### src/rtl/aes_xts_data_out_buf.sv
// ---------------------------------------------------------------------------
// aes_xts_data_out_buf
//
// Output-side block buffer of the AES-XTS-256 datapath. Encrypted blocks from
// the cipher core are delayed by one block so that the output half of
// ciphertext stealing can be done here. When the final plaintext block was
// partial, the freshly encrypted final block is sent first as a full block,
// and the held block (the stolen one) follows truncated to the partial size.
// The held block is also exported so the input side can steal its tail bits.
//
// Ports:
//   inClk, inRst          clock, synchronous active-high reset
//   inCoreWr/inCoreData   block from the core, accepted when outCoreReady=1
//   inLastBlock           core block is the final block of the data unit
//   inSizeLastData        valid bits of final plaintext block (0/>=128 full)
//   outCoreReady          buffer can take a core block this cycle
//   outData/outValid      registered output block and its valid flag
//   inOutReady            consumer accepts outData this cycle
//   outLast               outData is the last block of the data unit
//   outSizeLastData       valid bits in outData (128 or partial size)
//   outStealData          currently held block, straight from the register
//   outError              sticky protocol error, cleared only by reset
// ---------------------------------------------------------------------------
module aes_xts_data_out_buf (
    input  logic         inClk,
    input  logic         inRst,
    input  logic         inCoreWr,
    input  logic [127:0] inCoreData,
    input  logic         inLastBlock,
    input  logic [7:0]   inSizeLastData,
    output logic         outCoreReady,
    output logic [127:0] outData,
    output logic         outValid,
    input  logic         inOutReady,
    output logic         outLast,
    output logic [7:0]   outSizeLastData,
    output logic [127:0] outStealData,
    output logic         outError
);

    typedef enum logic [1:0] {
        EMPTY = 2'd0,
        HOLD  = 2'd1,
        TAIL  = 2'd2
    } state_t;

    state_t         state, state_next;
    logic [127:0]   reg_held, reg_held_next;
    logic [7:0]     reg_size, reg_size_next;
    logic [127:0]   out_data, out_data_next;
    logic           out_valid, out_valid_next;
    logic           out_last, out_last_next;
    logic [7:0]     out_size, out_size_next;
    logic           err, err_next;

    logic           out_free;
    logic           core_ready;
    logic           accept;
    logic           is_partial;
    logic [127:0]   tail_mask;

    assign out_free   = !out_valid || inOutReady;
    assign core_ready = (state != TAIL) && out_free;
    assign accept     = inCoreWr && core_ready;
    assign is_partial = (inSizeLastData != 8'd0) && (inSizeLastData < 8'd128);

    // Keep only the low reg_size bits of the stolen block; a stored size of
    // 128 means the final block was full and nothing is masked.
    always_comb begin
        tail_mask = '0;
        for (int i = 0; i < 128; i++) begin
            tail_mask[i] = (i < int'(reg_size));
        end
    end

    // Next-state and next-register logic. A load always wins over a consume,
    // which is what gives zero-bubble streaming with inOutReady held high.
    always_comb begin
        state_next    = state;
        reg_held_next = reg_held;
        reg_size_next = reg_size;
        out_data_next = out_data;
        out_valid_next = out_valid;
        out_last_next = out_last;
        out_size_next = out_size;
        err_next      = err;

        if (out_valid && inOutReady) begin
            out_valid_next = 1'b0;
        end

        case (state)
            EMPTY: begin
                if (accept) begin
                    if (!inLastBlock) begin
                        reg_held_next = inCoreData;
                        state_next    = HOLD;
                    end else if (!is_partial) begin
                        out_data_next  = inCoreData;
                        out_valid_next = 1'b1;
                        out_last_next  = 1'b1;
                        out_size_next  = 8'd128;
                    end else begin
                        // Nothing held to steal from: drop the block and flag it.
                        err_next = 1'b1;
                    end
                end
            end
            HOLD: begin
                if (accept) begin
                    out_valid_next = 1'b1;
                    out_last_next  = 1'b0;
                    out_size_next  = 8'd128;
                    if (inLastBlock && is_partial) begin
                        // The held block stays put: it becomes the stolen tail.
                        out_data_next = inCoreData;
                        reg_size_next = inSizeLastData;
                        state_next    = TAIL;
                    end else begin
                        out_data_next = reg_held;
                        reg_held_next = inCoreData;
                        if (inLastBlock) begin
                            reg_size_next = 8'd128;
                            state_next    = TAIL;
                        end
                    end
                end
            end
            TAIL: begin
                if (out_free) begin
                    out_data_next  = reg_held & tail_mask;
                    out_valid_next = 1'b1;
                    out_last_next  = 1'b1;
                    out_size_next  = reg_size;
                    state_next     = EMPTY;
                end
            end
            default: begin
                state_next = EMPTY;
            end
        endcase
    end

    // State and storage registers with synchronous reset.
    always_ff @(posedge inClk) begin
        if (inRst) begin
            state     <= EMPTY;
            reg_held  <= '0;
            reg_size  <= '0;
            out_data  <= '0;
            out_valid <= 1'b0;
            out_last  <= 1'b0;
            out_size  <= '0;
            err       <= 1'b0;
        end else begin
            state     <= state_next;
            reg_held  <= reg_held_next;
            reg_size  <= reg_size_next;
            out_data  <= out_data_next;
            out_valid <= out_valid_next;
            out_last  <= out_last_next;
            out_size  <= out_size_next;
            err       <= err_next;
        end
    end

    assign outCoreReady    = core_ready;
    assign outData         = out_data;
    assign outValid        = out_valid;
    assign outLast         = out_last;
    assign outSizeLastData = out_size;
    assign outStealData    = reg_held;
    assign outError        = err;

endmodule

### config.mk
export PLATFORM = sky130hd
export DESIGN_NAME = aes_xts_data_out_buf
export DESIGN_NICKNAME = d
export VERILOG_FILES = /design/src/rtl/aes_xts_data_out_buf.sv
export SDC_FILE = /design/constraint.sdc
export NUM_CORES = 1
export LEC_CHECK = 0
export BUFFER_PORTS_ARGS = -buffer_cell sky130_fd_sc_hd__buf_2
export CAP_MARGIN = 20
export CORE_UTILIZATION = 53
export DETAILED_ROUTE_END_ITERATION = 10
export PLACE_DENSITY_LB_ADDON = 0.12
export SETUP_SLACK_MARGIN = 0.3
export SLEW_MARGIN = 20
export SYNTH_ARGS = -nofsm -noshare
export SYNTH_HDL_FRONTEND = slang
export SYNTH_SLANG_ARGS = --single-unit
### constraint.sdc
create_clock -name inClk -period 2.3 [get_ports inClk]
set_input_delay 0.23 -clock inClk [delete_from_list [all_inputs] [get_ports inClk]]
set_output_delay 0.23 -clock inClk [all_outputs]
set_load 0.02 [all_outputs]
Word-level counts from Yosys, hierarchy flattened
Index checks and enable logic that the tools add are counted.
Storage, ports and cells
  register bits: 277
  input bits: 141
  output and inout bits: 268
  logic and storage cells: 206
Operators by class
  $lt $le $gt $ge: 129
  eq/ne operators: 11
  muxes and demuxes: 40
  bitwise operators: 1
  reductions and logical operators: 17
Operators with widths (count)
  two-way mux 128 bit: 10
  < comparator 7 x 8 -> 1 bit, first input constant: 64
  one-hot mux 128 bit (3 select lines): 1
  < comparator 6 x 8 -> 1 bit, first input constant: 32
  one-hot mux 128 bit (2 select lines): 1
  AND 128 bit: 1
  < comparator 5 x 8 -> 1 bit, first input constant: 16
  < comparator 4 x 8 -> 1 bit, first input constant: 8
  two-way mux 8 bit: 7
  < comparator 3 x 8 -> 1 bit, first input constant: 4
  one-hot mux 8 bit (3 select lines): 1
  < comparator 1 x 8 -> 1 bit, first input constant: 2
  < comparator 2 x 8 -> 1 bit, first input constant: 2
  inequality test 2 bit, second input constant: 8
  two-way mux 2 bit: 6
  two-way mux 1 bit: 11
  AND reduction 5 bit: 2
  < comparator 8 bit, second input constant: 1
  nonzero test 8 bit: 1
  one-hot mux 1 bit (3 select lines): 2
  one-hot mux 2 bit (3 select lines): 1
  AND reduction 6 bit: 1
  logical AND 1 bit: 5
  AND reduction 4 bit: 1
  9 further kinds: 10

Longest topological paths before layout
  word-level depth: 6
  mapped depth: 10
  depth with buffers taken out: 7

Least setup slack after synthesis
OpenSTA, ideal clock, no wires.
  path type: flip-flop to flip-flop
  start: reg state[0]
  end: reg reg_held[0], in the netlist outStealData[0]
  library setup time: 72 ps
  data arrival time: 1972 ps
  required time: 2228 ps
  slack: 257 ps
  stages on the path, launching flop included: 10
  path buffers: 4
  clock period less this slack: 2043 ps
  cell sequence: dfxtp_1 > inv_1 > ha_1 > buf_2 > nor2_1 > and4_1 > buf_2 > buf_6 > buf_6 > mux2i_1
On the way
  cells in the longest elaborated chain, start to end: 5
  elaborated cells on any way between the ends: 12
  those cells by class: eq/ne (6); mux (1); reduce/logical (5)
Ends and longest elaborated chain
  from (decl): RTL line 47  | state_t state, state_next;
  from (signal assigned): RTL line 156  | state <= state_next;
  inequality test 2 bit *: RTL line 63  | assign core_ready = (state != TAIL) && out_free;
  logical AND 1 bit *: RTL line 63
  net outCoreReady: RTL line 31  | output logic outCoreReady,
  logical AND 1 bit *: RTL line 64  | assign accept = inCoreWr && core_ready;
  inequality test 2 bit (no source line)
  AND reduction 5 bit (no source line) *
  to (signal assigned): RTL line 157  | reg_held <= reg_held_next;
  to (decl): RTL line 48  | logic [127:0] reg_held, reg_held_next;
Mark *: on every way through the listed nets, which the timed path passes. The rest lies on a longest branch.
A chain may end at the register's enable or synchronous reset.

Final worst setup path
  start: reg state[1]
  end: reg out_data[52], in the netlist outData[52]
On the way
  cells in the longest elaborated chain, start to end: 5
  elaborated cells on any way between the ends: 14
  those cells by class: eq/ne (8); mux (1); reduce/logical (5)
Ends and longest elaborated chain
  inequality test 2 bit: RTL line 63
  logical AND 1 bit: RTL line 63
  logical AND 1 bit: RTL line 64
  inequality test 2 bit (no source line)
  AND reduction 6 bit (no source line)
  to (signal assigned): RTL line 159  | out_data <= out_data_next;
  to (decl): RTL line 50  | logic [127:0] out_data, out_data_next;
Parallel ways exist; a longest one is shown, timed or not.

==> out/metrics.yaml <==
numCtsBuffers: 30
synth_seq_cells: 277
routed_via_density: 6.14
drt_iter0_drc: 1718
fin_worst_skew_ns: 0.00853
crit_path_max_fanout: 7
grt_usage_pct: 36.3
start_util_pct: 53.9
rsz0062_at_grt: "true"
yosys_warnings: 0
grt_pass1_vias: 14320
place_congestion: 0.870
synth_common_cells: "dfxtp_1, nand2b_1, nor2_1"
insertion_delay_ns: 0.57
required_ns: 2.73
area_growth_syn_to_layout_pct: 47.8
synth_edf_count: 0
die_y_um: 167
dpl.hpwl_um: 33000
synth_cells: 1603
synthesis.nets: 1748
maxCapViolations: 0
criticalPathCategory: "reg -> reg"
cts_sinks: 277
clock_path_buffers: 3
clkSlewWorstSetupHoldPaths_ns: 0.06
critPathArrivalTime_ns: 2.60
async_reset_ff_share_pct: 0
setup_viol: 0
antenna_found_initial: 5
worst_hold_slack_ns: 0.0521
ir_worst_vdd_v: 0.000974
fin_nets: 2303
ioPinCount: 409
hold_viol_final: 0
maxSlewViolCount: 0
grt_pass1_wl_um: 80900
cts_root_buf: "clkbuf_16"
drive_gt1_share_pct: 38.9
yosysUniqueCellTypes: 57
startpoint_type: "flip-flop"
syn_area_mm2: 0.0145
ant_nets: 0
grt_max_degree: 100
post-route-worst-setup-slack_ns: 0.129
pre_cts_slack_ns: -0.0262
rows: 60
final_area_mm2: 0.0214
syn_area_per_cell_um2: 9.04
firstDrtPassIters: 6
die_w_um: 167
htreeDepth: 1
cts_tree: "built"
p_leak_uw: 0.00937
design.core.area_mm2: 0.0269
routed_wl_um: 58000
route.detailed.wl_per_inst_um: 23.0
placedInstanceArea_mm2: 0.0170
synth.area.top_cells: "dfxtp_1, nand2b_1, a211oi_2"
vias: 15494
place_inst: 2258
tightest_slew_ns: 0.809
netlist.area_leader.share_pct: 38.3
final_cells: 2523
cp-end-kind: "flip-flop"
fmax_mhz: 461
yosysSeqAreaShare_pct: 38.3
portBuffers: 408
yosysTopAreaCell: "dfxtp_1"
drcViolationCount: 0
die_area_mm2: 0.0280
slew_headroom_pct: 46.1
min_path_type: "in -> reg"
status: "completed"
yosys_most_used_dff: "dfxtp_1"
finalCriticalPeriod_ns: 2.17
synth.most_common_cell: "dfxtp_1"
overflow: 0
powerDensity_mw_per_mm2: 1480
finalCritPeriodShare_pct: 94.4
==> metrics by stage <==
stage	utilization (%)	TNS [ns]	power [µW]
after floorplan	-	0	17000
after global placement	63.2	0	20800
after detailed placement	63.2	-0.0390	21100
after CTS	74.1	0	28200
after global routing	79.7	0	32800
final	79.7	0	31700
==> cell usage in the layout (no fill, tap or decap), types with 31 or more instances in the layout <==
master	count
nand2_1	79
nor2_2	31
dfxtp_1	269
clkbuf_16	54
nand2b_1	257
buf_2	406
o21ai_0	62
nor2_1	126
nand3_1	32
dlygate4sd3_1	135
a211oi_2	110
mux2i_1	126
a32oi_1	105
buf_4	71
==> sequential cells by signal, summed over array words and instances (netlist names) <==
register,flops
outData,128
outError,1
outLast,1
outSizeLastData,8
outStealData,128
outValid,1
reg_size,8
state,2
==> critical path, cell delays in order (launching register included) <==
cell and delay [ns]:
dfxtp_4 0.38, inv_4 0.05, ha_4 0.18, nor4b_4 0.14, a221oi_4 0.28, buf_6 0.19
buf_12 0.13, buf_12 0.13, o21ai_0 0.11, a32oi_1 0.33, a211oi_2 0.12
==> routing by layer <==
metal | part of all wire [%] | vias up | track usage, %
met4 | 4.4 | 6 | 14.2
met2 | 47 | 914 | 60.6
li1 | - | 6900 | -
met5 | 0.059 | - | 0
met3 | 8.9 | 206 | 6.43
met1 | 40 | 7468 | 46.3
==> where the power goes <==
part	switching [µW]	internal (µW)
Clock	2060	3090
Sequential	1220	6410
Combinational	10900	8020
Total	14100	17500
==> repair_timing <==
action | in CTS | in global routing
buffers inserted | 19 | 21
pin swaps | 22 | 84
gates resized for setup | 39 | 184
gates cloned | 8 | 26
setup endpoints to repair | 241 | 243
endpoints found under the hold margin | 135 | 0
hold buffers | 135 | 0
==> area by class of cell <==
cell class | count | area (µm²)
Clock buffer | 46 | 892
Multi-Input combinational cell | 1147 | 8650
Fill cell | 1769 | 5460
Clock inverter | 7 | 135
Antenna cell | 3 | 7.51
Tap cell | 341 | 427
Sequential cell | 277 | 5560
Timing Repair Buffer | 696 | 5720
Inverter | 6 | 27.5
==> logic make-up after synthesis <==
logic type               share of synthesized area (%)
AND/OR/NAND/NOR                                   21.6
AO/OA/AOI/OAI                                     24.1
flip-flops                                        38.3
buffers and inverters                             6.73
multiplexers                                      8.91
adder cells (fa/ha/maj)                          0.345
==> path summary, 6_finish.rpt <==
path | startpoint | end | slack [ns] | cells past startpoint
worst min-delay path | inLastBlock | state[1] | 0.05 | 3
worst min register to register | outSizeLastData[3] | outSizeLastData[3] | 0.46 | 2
worst max-delay path | state[1] | outData[52] | 0.13 | 10
worst max register to register | state[1] | outData[52] | 0.13 | 10
Power figures use the tool's default switching activity.
